--- config.mk ---
export PLATFORM = sky130hd
export DESIGN_NAME = alu_execute_unit
export DESIGN_NICKNAME = d
export VERILOG_FILES = /design/src/rtl/alu_execute_unit.sv
export SDC_FILE = /design/constraint.sdc
export NUM_CORES = 1
export LEC_CHECK = 0
export BUFFER_PORTS_ARGS = -buffer_cell sky130_fd_sc_hd__buf_2
export CAP_MARGIN = 20
export CELL_PAD_IN_SITES_DETAIL_PLACEMENT = 1
export CELL_PAD_IN_SITES_GLOBAL_PLACEMENT = 2
export CORE_MARGIN = 4
export CORE_UTILIZATION = 40
export CTS_CLUSTER_SIZE = 10
export DETAILED_ROUTE_END_ITERATION = 16
export GPL_TIMING_DRIVEN = 0
export HOLD_SLACK_MARGIN = 0.02
export PLACE_DENSITY = 0.95
export SLEW_MARGIN = 0
export SYNTH_ARGS = -nofsm -noshare
export SYNTH_HDL_FRONTEND = slang
export SYNTH_SLANG_ARGS = --single-unit
--- constraint.sdc ---
create_clock -name clk -period 16.1 [get_ports clk]
set_input_delay 2.415 -clock clk [delete_from_list [all_inputs] [get_ports clk]]
set_output_delay 2.415 -clock clk [all_outputs]
set_load 0.01 [all_outputs]
--- src/rtl/alu_execute_unit.sv ---
// alu_execute_unit: ALU execute stage; single-cycle logic/add/sub/shift, iterative signed mult/div into HI/LO.
// Ports: clk, reset (async, active-high), Start/Busy/Done handshake, ALU_control op code,
// Operand_A/Operand_B/Shamt in, registered Result/Zero, Div_by_zero pulse, HI/LO out.
// Optional Overflow output for add/sub when ALU_OVERFLOW_EN is defined.
module alu_execute_unit #(
  parameter int WIDTH   = 32,
  parameter int SHAMT_W = 5
) (
  input  logic               clk,
  input  logic               reset,
  input  logic               Start,
  input  logic [3:0]         ALU_control,
  input  logic [WIDTH-1:0]   Operand_A,
  input  logic [WIDTH-1:0]   Operand_B,
  input  logic [SHAMT_W-1:0] Shamt,
  output logic [WIDTH-1:0]   Result,
  output logic               Zero,
  output logic               Busy,
  output logic               Done,
  output logic               Div_by_zero,
  output logic [WIDTH-1:0]   HI,
  output logic [WIDTH-1:0]   LO
`ifdef ALU_OVERFLOW_EN
  , output logic             Overflow
`endif
);
  typedef enum logic [1:0] {IDLE, ITER, FIN} state_t;
  state_t state, next;
  logic [SHAMT_W-1:0] cnt;
  logic [WIDTH-1:0] acc, q, m, acc_n, q_n, rem_f, quo_f, abs_a, abs_b, sum, diff, sc_res;
  logic [WIDTH:0] msum, dsh, ddiff;
  logic [2*WIDTH-1:0] prod, prod_s;
  logic div_op, sa, sb, is_md, div_zero, go_iter, take;
  assign take     = state == IDLE && Start;
  assign is_md    = ALU_control[3:1] == 3'b001;
  assign div_zero = ALU_control == 4'b0011 && Operand_B == '0;
  assign go_iter  = is_md && !div_zero;
  assign sum      = Operand_A + Operand_B;
  assign diff     = Operand_A - Operand_B;
  assign abs_a    = Operand_A[WIDTH-1] ? -Operand_A : Operand_A;
  assign abs_b    = Operand_B[WIDTH-1] ? -Operand_B : Operand_B;
  always_comb
    sc_res = ALU_control == 4'b0000 ? sum :
             ALU_control == 4'b0001 ? diff :
             ALU_control == 4'b0100 ? Operand_B << Shamt :
             ALU_control == 4'b0101 ? Operand_B >> Shamt :
             ALU_control == 4'b1000 ? Operand_A & Operand_B :
             ALU_control == 4'b1001 ? Operand_A | Operand_B :
             ALU_control == 4'b1010 ? Operand_A ^ Operand_B :
             ALU_control == 4'b1011 ? ~(Operand_A | Operand_B) : '0;
`ifdef ALU_OVERFLOW_EN
  logic sc_ovf;
  always_comb
    sc_ovf = ALU_control == 4'b0000 ? (Operand_A[WIDTH-1] == Operand_B[WIDTH-1] && sum[WIDTH-1] != Operand_A[WIDTH-1]) :
             ALU_control == 4'b0001 ? (Operand_A[WIDTH-1] != Operand_B[WIDTH-1] && diff[WIDTH-1] != Operand_A[WIDTH-1]) : 1'b0;
`endif
  // acc:q is the {partial product, multiplier} pair for mult and {remainder, dividend} pair for div
  assign msum  = {1'b0, acc} + {1'b0, m & {WIDTH{q[0]}}};
  assign dsh   = {acc, q[WIDTH-1]};
  assign ddiff = dsh - {1'b0, m};
  assign acc_n = div_op ? (ddiff[WIDTH] ? dsh[WIDTH-1:0] : ddiff[WIDTH-1:0]) : msum[WIDTH:1];
  assign q_n   = div_op ? {q[WIDTH-2:0], ~ddiff[WIDTH]} : {msum[0], q[WIDTH-1:1]};
  assign prod   = {acc_n, q_n};
  assign prod_s = (sa ^ sb) ? -prod : prod;
  // remainder follows the dividend sign, quotient the xor of signs
  assign quo_f = div_op ? ((sa ^ sb) ? -q_n : q_n) : prod_s[WIDTH-1:0];
  assign rem_f = div_op ? (sa ? -acc_n : acc_n) : prod_s[2*WIDTH-1:WIDTH];
  assign Busy = state != IDLE;
  assign Done = state == FIN;
  always_comb begin
    next = state;
    if (take) next = go_iter ? ITER : FIN;
    else if (state == ITER && cnt == '0) next = FIN;
    else if (state == FIN) next = IDLE;
  end
  always_ff @(posedge clk or posedge reset)
    if (reset) state <= IDLE;
    else state <= next;
  always_ff @(posedge clk or posedge reset)
    if (reset) begin
      Result      <= '0;
      Zero        <= 1'b1;
      HI          <= '0;
      LO          <= '0;
      Div_by_zero <= 1'b0;
      acc         <= '0;
      q           <= '0;
      m           <= '0;
      cnt         <= '0;
      div_op      <= 1'b0;
      sa          <= 1'b0;
      sb          <= 1'b0;
`ifdef ALU_OVERFLOW_EN
      Overflow    <= 1'b0;
`endif
    end else begin
      Div_by_zero <= take && div_zero;
      if (take) begin
        div_op <= ALU_control[0];
        sa     <= Operand_A[WIDTH-1];
        sb     <= Operand_B[WIDTH-1];
        acc    <= '0;
        q      <= abs_a;
        m      <= abs_b;
        cnt    <= SHAMT_W'(WIDTH - 1);
        if (!go_iter) begin
          Result   <= sc_res;
          Zero     <= sc_res == '0;
`ifdef ALU_OVERFLOW_EN
          Overflow <= sc_ovf;
`endif
        end
      end else if (state == ITER) begin
        acc <= acc_n;
        q   <= q_n;
        cnt <= cnt - 1'b1;
        if (cnt == '0) begin
          HI       <= rem_f;
          LO       <= quo_f;
          Result   <= quo_f;
          Zero     <= quo_f == '0;
`ifdef ALU_OVERFLOW_EN
          Overflow <= 1'b0;
`endif
        end
      end
    end
endmodule

Yosys cells after proc, flatten, opt, wreduce, memory -nomap -nowiden
Index checks and enable logic that the tools add are counted.
{"block": "classes", "eq_ne": 12, "add_sub_neg": 10, "n_mux": 36, "shift": 2, "bitwise_logic": 8, "n_reduce_logical": 18}
{"cell": "2-to-1 mux 32 bit", "count": 25}
{"cell": "negator 32 bit", "count": 4}
{"cell": "logical NOT 32 bit", "count": 3}
{"cell": "AND 32 bit", "count": 2}
{"cell": "2-to-1 mux 64 bit", "count": 1}
{"cell": "negator 64 bit", "count": 1}
{"cell": "adder 32 x 32 -> 33 bit", "count": 1}
{"cell": "subtractor 33 x 32 -> 33 bit", "count": 1}
{"cell": "adder 32 bit", "count": 1}
{"cell": "inverter 32 bit", "count": 1}
{"cell": "bitwise OR 32 bit", "count": 1}
{"cell": "<< shifter 32 x 5 -> 32 bit", "count": 1}
{"cell": ">> shifter 32 x 5 -> 32 bit", "count": 1}
{"cell": "subtractor 32 bit", "count": 1}
{"cell": "XOR 32 bit", "count": 1}
{"cell": "equality test 4 bit, second input constant", "count": 4}
{"cell": "2-to-1 mux 5 bit", "count": 2}
{"cell": "equality test 4 x 3 -> 1 bit, second input constant", "count": 2}
{"cell": "2-to-1 mux 2 bit", "count": 4}
{"cell": "AND reduction 3 bit", "count": 2}
{"cell": "nonzero test 2 bit", "count": 3}
{"cell": "logical AND 1 bit", "count": 5}
{"cell": "logical NOT 5 bit", "count": 1}
{"cell": "subtractor 5 x 1 -> 5 bit, second input constant", "count": 1}
{"cell": "other kinds (13)", "count": 17}
{"block": "word_totals", "wordCells": 99, "input_bits": 76, "output_inout_bits": 100, "regBits": 204}

Depth between registers and ports, before layout
Gate-level depths: netlist of the first run.
{"block": "logic_depth", "word_depth": 13, "depth_mapped": 27, "mapped_depth_nobuf": 25}

Least setup slack after synthesis of the first run
OpenSTA, ideal clock, no wires.
{"block": "synth_timing", "path_type": "input to register", "from": "input port Operand_B[4]", "to": "register Zero", "required_time_ns": 16.028, "t_arrival_ns": 6.002, "path_buffers": 2, "cell_stages": 17, "setup_ns": 0.072, "path_slack_ns": 10.026, "path_cell_list": "clkbuf_1 -> inv_1 -> ha_1 -> clkbuf_1 -> inv_1 -> a21oi_1 -> a21oi_1 -> o21ai_0 -> a21oi_1 -> a311o_1 -> a221oi_1 -> o31ai_1 -> or4_1 -> or4_1 -> nor4_1 -> nand4_1 -> o21ai_1"}
{"block": "synth_via", "elab_chain_cells": 13, "elab_cells_between_ends": 25, "cone_classes": "add/sub (2); eq/ne (1); shift (2); mux (10); bitwise (4); reduce/logical (6)"}
{"element": "start, declared", "line": "14", "source": "input logic [WIDTH-1:0] Operand_B,"}
{"element": "parallel branches: the longest is 13 deep, another holds subtractor 32 bit"}
{"element": "end signal, assigned", "line": "82", "source": "Zero <= 1'b1;"}
{"element": "end signal, assigned", "line": "108", "source": "Zero <= sc_res == '0;"}
{"element": "end signal, assigned", "line": "121", "source": "Zero <= quo_f == '0;"}
{"element": "end, declared", "line": "17", "source": "output logic Zero,"}
Several ways; the timed one is not identified. The select of a mux whose other input is x is not followed.
A chain may end at the register's enable or synchronous reset.

Worst setup path after layout of the first run
{"block": "layout_timing", "from": "register q[31]", "to": "register Zero"}
{"block": "layout_via", "elab_chain_cells": 10, "elab_cells_between_ends": 12, "cone_classes": "add/sub (3); mux (7); bitwise (1); reduce/logical (1)"}
{"element": "start, declared", "line": "30", "source": "logic [WIDTH-1:0] acc, q, m, acc_n, q_n, rem_f, quo_f, abs_a, abs_b, sum, diff, sc_res;"}
{"element": "start signal, assigned", "line": "103", "source": "q <= abs_a;"}
{"element": "start signal, assigned", "line": "115", "source": "q <= q_n;"}
{"element": "subtractor 33 x 32 -> 33 bit", "line": "60", "source": "assign ddiff = dsh - {1'b0, m};"}
{"element": "inverter 1 bit", "line": "62", "source": "assign q_n = div_op ? {q[WIDTH-2:0], ~ddiff[WIDTH]} : {msum[0], q[WIDTH-1:1]};"}
{"element": "2-to-1 mux 32 bit (*)", "line": "62"}
{"element": "negator 64 bit or negator 32 bit (tied branches)", "line": "64, 66"}
{"element": "2-to-1 mux 64 bit or 2-to-1 mux 32 bit (tied branches)", "line": "64, 66"}
{"element": "2-to-1 mux 32 bit (*)", "line": "66", "source": "assign quo_f = div_op ? ((sa ^ sb) ? -q_n : q_n) : prod_s[WIDTH-1:0];"}
{"element": "logical NOT 32 bit (*)", "line": "121"}
{"element": "2-to-1 mux 1 bit (*)", "line": "117", "source": "if (cnt == '0) begin"}
{"element": "2-to-1 mux 1 bit (*)", "line": "113", "source": "end else if (state == ITER) begin"}
{"element": "2-to-1 mux 1 bit (*)", "line": "98", "source": "if (take) begin"}
Every way passes the cells marked *; elsewhere a longest branch is shown, timed or not. The select of a mux whose other input is x is not followed.

==> impl_metrics.env, run 1 <==
export IMPL_gr_total_overflow=0
export IMPL_netlist_area_leader_share_pct=20.1
export IMPL_die_h_um=260
export IMPL_wire_per_inst_um=30.7
export IMPL_cts_resized=0
export IMPL_avgSynthCellArea_um2=7.48
export IMPL_totalWireLength_um=136000
export IMPL_hp_class="reg -> reg"
export IMPL_numCtsBuffers=25
export IMPL_synth_edff_count=0
export IMPL_drt_pass1_iter_count=5
export IMPL_dpl_hpwl_um=110000
export IMPL_max_stage_delay_ns=0.91
export IMPL_synth_largest_area_cell="dfrtp_1"
export IMPL_placed_cell_area_mm2=0.0272
export IMPL_netlist_area_mm2=0.0253
export IMPL_finalCritPeriodShare_pct=52.2
export IMPL_place_gp_congestion=1.10
export IMPL_drtIter0Drc=3396
export IMPL_hold_viol=0
export IMPL_crit_path_end_kind="flip-flop"
export IMPL_synthTopCellsByCount="423 x nand2_1, 308 x o21ai_0, 294 x nor2_1, 248 x a21oi_1, 203 x dfrtp_1"
export IMPL_grt_max_degree=124
export IMPL_fin_setup_tns_ns=0
export IMPL_power_leakage_uw=0.0121
export IMPL_die_area_mm2=0.0673
export IMPL_status="complete, no violations"
export IMPL_dp_slack_ns=8.12
export IMPL_initial_utilization_pct=40.7
export IMPL_synth_most_common_cell="nand2_1"
export IMPL_drive_gt1_share_pct=10.4
export IMPL_final_nets=3825
export IMPL_cts_root_buf="clkbuf_16"
export IMPL_cpMaxStageDelayCell="a21oi_1"
export IMPL_async_reset_ff_share_pct=100
export IMPL_yosys_warnings=0
export IMPL_setup_ws_ns=7.69
export IMPL_path_clk_slew_ns=0.06
export IMPL_maxCapViolations=0
export IMPL_cts_htree_levels=1
export IMPL_fin_util_pct=45.0
export IMPL_critical_path_arrival_ns=8.90
export IMPL_setup_violations=0
export IMPL_num_rows=91
export IMPL_synth_cells=3381
export IMPL_multi_input_area_mm2=0.0187
export IMPL_ir_drop_v=0.0000653
export IMPL_worst_pin_slew_ns=1.18
export IMPL_vias_per_cell=6.61
export IMPL_synth_area_leaders="dfrtp_1 20%, ha_1 8.2%, nand2_1 6.3%"
export IMPL_worstSetupPathType="reg -> reg"
export IMPL_cts_tree="yes"
export IMPL_ant_nets=0
export IMPL_cp_max_fo=10
export IMPL_ctsHoldBuffers=0
export IMPL_fill_cells=8026
export IMPL_postSynthNetCount=3626
export IMPL_synthFlopType="dfrtp_1"
export IMPL_die_x_um=260
export IMPL_slew_viol_final=0
export IMPL_worstPathRequired_ns=16.60
export IMPL_synth_cell_types=108
export IMPL_cts_setup_buffers=0
export IMPL_fin_crit_ns=8.41
export IMPL_design_area_mm2=0.0280
export IMPL_rsz0062_at_grt="no"
export IMPL_clockBufferDepth=3
export IMPL_power_density_mw_per_mm2=54.1
export IMPL_clock_skew_ns=0.0256
export IMPL_core_area_mm2=0.0622
export IMPL_cts_sinks=204
export IMPL_portBuffers=170
export IMPL_drc=0
export IMPL_clock_fmax_mhz=119
export IMPL_ys_seq_area_share_pct=20.2
export IMPL_startpoint_type="flip-flop"
export IMPL_synth_seq_cells=204
export IMPL_track_usage_pct=38.9
export IMPL_synthToLayoutAreaGrowth_pct=10.7
export IMPL_antenna_found_initial=7
export IMPL_crit_path_frequent_cell="a21oi_1"
export IMPL_ios=176
export IMPL_grt_pass1_vias=28800
export IMPL_seqCellArea_mm2=0.00511
export IMPL_clock_latency_ns=0.57
export IMPL_grt_pass1_wl_um=197000
export IMPL_max_slew_margin_pct=20.6
export IMPL_dr_total_vias=29300
==> path summary, 6_finish.rpt <==
path	cells past startpoint	to	from	slack, ns
max	25	Zero$_DFFE_PP1P_	q[31]$_DFFE_PP0N_	7.69
max in group asynchronous	3	m[12]$_DFFE_PP0P_	reset	13.08
min reg2reg	2	Result[15]$_DFFE_PP0P_	Result[15]$_DFFE_PP0P_	0.47
max reg2reg	25	Zero$_DFFE_PP1P_	q[31]$_DFFE_PP0N_	7.69
min in group asynchronous	2	LO[9]$_DFFE_PP0P_	reset	1.93
min	2	Result[15]$_DFFE_PP0P_	Result[15]$_DFFE_PP0P_	0.47
==> cells by family after synthesis <==
kind of cell / count (synthesis) / share of synthesized area [%]
DFF: 204 / 20.2
muxes: 180 / 9.50
buffers and inverters: 388 / 6.05
AOI/OAI and AO/OA: 1050 / 26.4
xor gates and xnor gates: 202 / 6.99
adders and majority gates: 169 / 8.48
and+or+nand+nor: 1188 / 22.4
==> layout by cell type, fill, tap and decap left out, types with 36 or more instances in the layout <==
master    netlist  routed
a21oi_1       248     248
a211oi_1       51      51
a21o_1         37      37
o31ai_1        45      45
clkbuf_1      168     169
nand3_1        90      90
o21ai_0       308     308
xor2_1         53      53
nor3_1         75      74
and2_1         50      50
mux2i_1       121     121
nor2_1        294     294
nand2_1       423     423
dfrtp_1       203     203
mux4_2         47      47
ha_1          165     165
xnor2_1       149     149
buf_2          31     202
a31oi_1        49      49
o211ai_1       58      58
nand4_1        36      36
inv_1         151     150
==> state kept, by name, summed over array words and instances, names as in the netlist <==
register / flops
sb: 1
div_op: 1
cnt: 5
sa: 1
LO: 32
m: 32
Div_by_zero: 1
q: 32
Result: 32
HI: 32
state: 2
acc: 32
Zero: 1
==> per-stage QoR <==
step | cells | power, uW | hold slack, ns
floorplan | 3381 | 778 | 0.463
global placement | 4388 | 944 | 0.453
detailed placement | 4390 | 947 | 0.459
CTS | 4421 | 1500 | 0.471
global route | 4421 | 1560 | 0.500
finish | 4425 | 1520 | 0.465
==> critical path: cells and delay by family, from the launching register on <==
kind / cells / cell delay, ns
AO/OA/AOI/OAI: 9 / 2.74
adder cells (fa/ha/maj): 3 / 0.97
AND/OR/NAND/NOR: 9 / 3.11
XOR/XNOR: 1 / 0.51
flip-flops: 1 / 0.46
buffers and inverters: 3 / 0.53
==> where the power goes <==
| group | internal [uW] | switching (uW) | leakage [uW] |
|---|---|---|---|
| Clock | 325 | 231 | 0.000365 |
| Combinational | 137 | 310 | 0.00911 |
| Sequential | 513 | 0 | 0.00258 |
| Total | 975 | 541 | 0.0121 |
==> area by class of cell <==
cell class / instances / share of cell area (%)
Inverter: 155 / 2.10
Timing Repair Buffer: 172 / 3.15
Sequential cell: 204 / 18.2
Buffer: 233 / 3.39
Clock buffer: 26 / 2.25
Tap cell: 837 / 3.74
Antenna cell: 4 / 0.0357
Clock inverter: 5 / 0.411
Multi-Input combinational cell: 2789 / 66.7
==> metal layers <==
metal / global-route usage [%] / share of wire [%] / vias to the layer above / wire [um]
li1: - / - / 12700 / -
met1: 50.8 / 40 / 14500 / 53900
met2: 61.6 / 44 / 1732 / 59600
met3: 7.34 / 10 / 380 / 13600
met4: 19.7 / 6.4 / 6 / 8640
met5: 0 / 0.027 / - / 36
Note: power is estimated with default switching activity, not from simulation.
==> run 2: changes to the inputs <==
Settings changed: ABC_AREA from default to 1, CORE_UTILIZATION 40 to 33, PLACE_DENSITY 0.95 to 0.9.
Clock period 16.1 ns to 8.2 ns, I/O delays scaled along.
==> run 2 against run 1 <==
Net effect: first-iteration DRC count is 12% lower; worst hold slack better by 0.0062 ns; clock skew is 0.027 ns higher; register-to-register slack got worse by 5.1 ns; routed wire length rose by 17%; combinational power rose to 3.9 times the previous value; synthesized area up 6.4%; final cell count grew 36%; count of clock-buffer cells in the layout is 15 higher; critical endpoint unchanged; largest power group is now combinational logic; highest routed layer is now met4.
==> impl_metrics.env, run 2 <==
export IMPL_status="complete, no violations"
export IMPL_die_h_um=294
export IMPL_synthFlopType="dfrtp_1"
export IMPL_wl_met1_um=64500
export IMPL_ctsHoldBuffers=0
export IMPL_ant_nets=0
export IMPL_antenna_found_initial=1
export IMPL_path_clk_slew_ns=0.06
export IMPL_reg2reg_depth=35
export IMPL_cts_root_buf="clkbuf_16"
export IMPL_ys_seq_area_share_pct=19.0
export IMPL_cts_setup_buffers=0
export IMPL_netlist_area_leader_share_pct=20.0
export IMPL_critical_path_arrival_ns=6.10
export IMPL_dr_total_vias=34000
export IMPL_cts_htree_levels=1
export IMPL_synth_edff_count=0
export IMPL_clock_latency_ns=0.59
export IMPL_drc=0
export IMPL_synth_area_leaders="nand2_1 20%, dfrtp_1 19%, o21ai_0 8.8%"
export IMPL_die_area_mm2=0.0862
export IMPL_grt_max_degree=113
export IMPL_r2r_start="q[31]$_DFFE_PP0N_"
export IMPL_numCtsBuffers=26
export IMPL_power_density_mw_per_mm2=132
export IMPL_final_nets=5179
export IMPL_worstPathRequired_ns=8.68
export IMPL_cts_sinks=204
export IMPL_synth_most_common_cell="nand2_1"
export IMPL_async_reset_ff_share_pct=100
export IMPL_fin_util_pct=37.2
export IMPL_setup_violations=0
export IMPL_vias_per_cell=5.66
export IMPL_die_x_um=294
export IMPL_ir_drop_v=0.000153
export IMPL_portBuffers=171
export IMPL_maxCapViolations=0
export IMPL_synth_seq_cells=204
export IMPL_postSynthNetCount=4977
export IMPL_cts_tree="yes"
export IMPL_cts_resized=0
export IMPL_avgSynthCellArea_um2=5.69
export IMPL_gr_total_overflow=0
export IMPL_startpoint_type="flip-flop"
export IMPL_holdPathStages=2
export IMPL_worst_pin_slew_ns=1.13
export IMPL_layout_commonest_cell="nand2_1"
export IMPL_slew_viol_final=0
export IMPL_synth_cell_types=58
export IMPL_place_gp_congestion=1.04
export IMPL_power_leakage_uw=0.0159
export IMPL_core_area_mm2=0.0807
export IMPL_hold_viol=0
export IMPL_totalWireLength_um=159000
export IMPL_synth_cells=4732
export IMPL_highest_layer="met4"
export IMPL_track_usage_pct=35.8
export IMPL_rsz0062_at_grt="no"
export IMPL_crit_path_frequent_cell="nand2_1"
export IMPL_fin_crit_ns=5.62
export IMPL_num_rows=104
export IMPL_synth_largest_area_cell="nand2_1"
export IMPL_crit_path_end_kind="flip-flop"
export IMPL_wl_met3_um=9510
export IMPL_min_from="Zero$_DFFE_PP1P_"
export IMPL_reg2reg_to="Zero$_DFFE_PP1P_"
export IMPL_grt_pass1_wl_um=230000
export IMPL_cp_max_fo=10
export IMPL_final_cell_mix="1435 x nand2_1, 610 x inv_1, 474 x nor2_1, 474 x o21ai_0, 373 x nand3_1"
export IMPL_dr_wl_met2_um=72100
export IMPL_max_slew_margin_pct=24.1
export IMPL_finalCritPeriodShare_pct=68.5
export IMPL_grt_pass1_vias=34600
export IMPL_hp_class="reg -> reg"
export IMPL_holdPathEnd="Zero$_DFFE_PP1P_"
export IMPL_netlist_area_mm2=0.0269
export IMPL_drt_pass1_iter_count=6
export IMPL_dpl_hpwl_um=133000
export IMPL_clock_fmax_mhz=178
export IMPL_ios=176
export IMPL_initial_utilization_pct=33.4
export IMPL_wire_per_inst_um=26.5
export IMPL_yosys_warnings=0
export IMPL_max_stage_delay_ns=0.48
export IMPL_synthToLayoutAreaGrowth_pct=11.4
export IMPL_clock_skew_ns=0.0525
export IMPL_clockBufferDepth=3
export IMPL_worstSetupPathType="reg -> reg"
export IMPL_synthTopCellsByCount="1435 x nand2_1, 611 x inv_1, 474 x nor2_1, 474 x o21ai_0, 373 x nand3_1"
export IMPL_fill_cells=11200
export IMPL_drive_gt1_share_pct=6.67
export IMPL_drtIter0Drc=2981
export IMPL_holdWs_ns=0.472
export IMPL_cpMaxStageDelayCell="xor2_1"
export IMPL_r2r_slack_ns=2.58
run 2: cell types whose count changed in the layout (fill, tap and decap cells not counted), moves of 33 or more:
cell      before   now
o21ai_0      308   474
nand3_1       90   373
o211ai_1      58    25
or3_1         34     0
mux4_2        47     0
mux2i_1      121    10
inv_1        150   610
and2_1        50     1
nand2_1      423  1435
o31ai_1       45     2
a211oi_1      51    14
nor2_1       294   474
nor2b_1       34     0
xnor2_1      149    12
run 2: layout make-up:
cell class	instances	area, um^2	area share, %
clock buffers	41	757	2.52
repair buffers	174	918	3.06
flip-flops and latches	204	5110	17.0
diodes	1	2.50	0.00834
plain buffers	183	796	2.65
multi-input cells	3718	18700	62.2
clock inverters	4	56.3	0.188
inverters	627	2360	7.87
well taps	1060	1330	4.42
run 2: through the flow:
stage          setup TNS [ns]  total power [uW]  cells  setup slack [ns]  instance area (um^2)
6_report                    0              3970   6012              2.58                 30000
5_1_grt                     0              4160   6011              2.21                 30000
4_1_cts                     0              3930   6010              2.72                 30000
3_5_place_dp                0              2780   5965              2.74                 29200
3_3_place_gp          -267.92              2770   5963             -1.36                 29100
2_1_floorplan               0              2080   4732              1.40                 26900
run 2: worst max-delay path: cells and delay by family, from the launching register on:
kind	cells	cell delay [ns]
adders and majority gates	3	0.87
buffers and inverters	5	0.84
and+or+nand+nor	25	2.74
DFF	1	0.36
xor gates and xnor gates	1	0.48
AOI/OAI and AO/OA	1	0.20
run 2: where the power goes:
part / switching [uW] / leakage, uW / total, uW / internal [uW]
Combinational: 1310 / 0.0131 / 1750 / 442
Sequential: 32.1 / 0.00239 / 1070 / 1040
Clock: 489 / 0.000397 / 1150 / 659
Total: 1830 / 0.0159 / 3970 / 2140
run 2: kinds of logic after synthesis:
logic type	share of synthesized area, %
adders and majority gates	7.97
DFF	19.0
and+or+nand+nor	38.4
muxes	0.372
buffers and inverters	11.7
AOI/OAI and AO/OA	19.5
xor gates and xnor gates	3.09
run 2: how the worst max path moves through the flow:
stage | startpoint | end | cells after the start
3_3_place_gp | reset | Result[14]$_DFFE_PP0P_ | 2
3_5_place_dp | ALU_control[0] | Zero$_DFFE_PP1P_ | 19
6_report | q[31]$_DFFE_PP0N_ | Zero$_DFFE_PP1P_ | 35
4_1_cts | q[31]$_DFFE_PP0N_ | Zero$_DFFE_PP1P_ | 34
5_1_grt | q[31]$_DFFE_PP0N_ | Zero$_DFFE_PP1P_ | 35
2_1_floorplan | reset | Div_by_zero$_DFF_PP0_ | 1
run 2: per-layer routing:
| layer | vias to the layer above | global-route usage, % |
|---|---|---|
| li1 | 15700 | - |
| met1 | 16600 | 44.7 |
| met2 | 1339 | 59.5 |
| met3 | 392 | 3.47 |
| met4 | 0 | 23.2 |
| met5 | - | 0 |
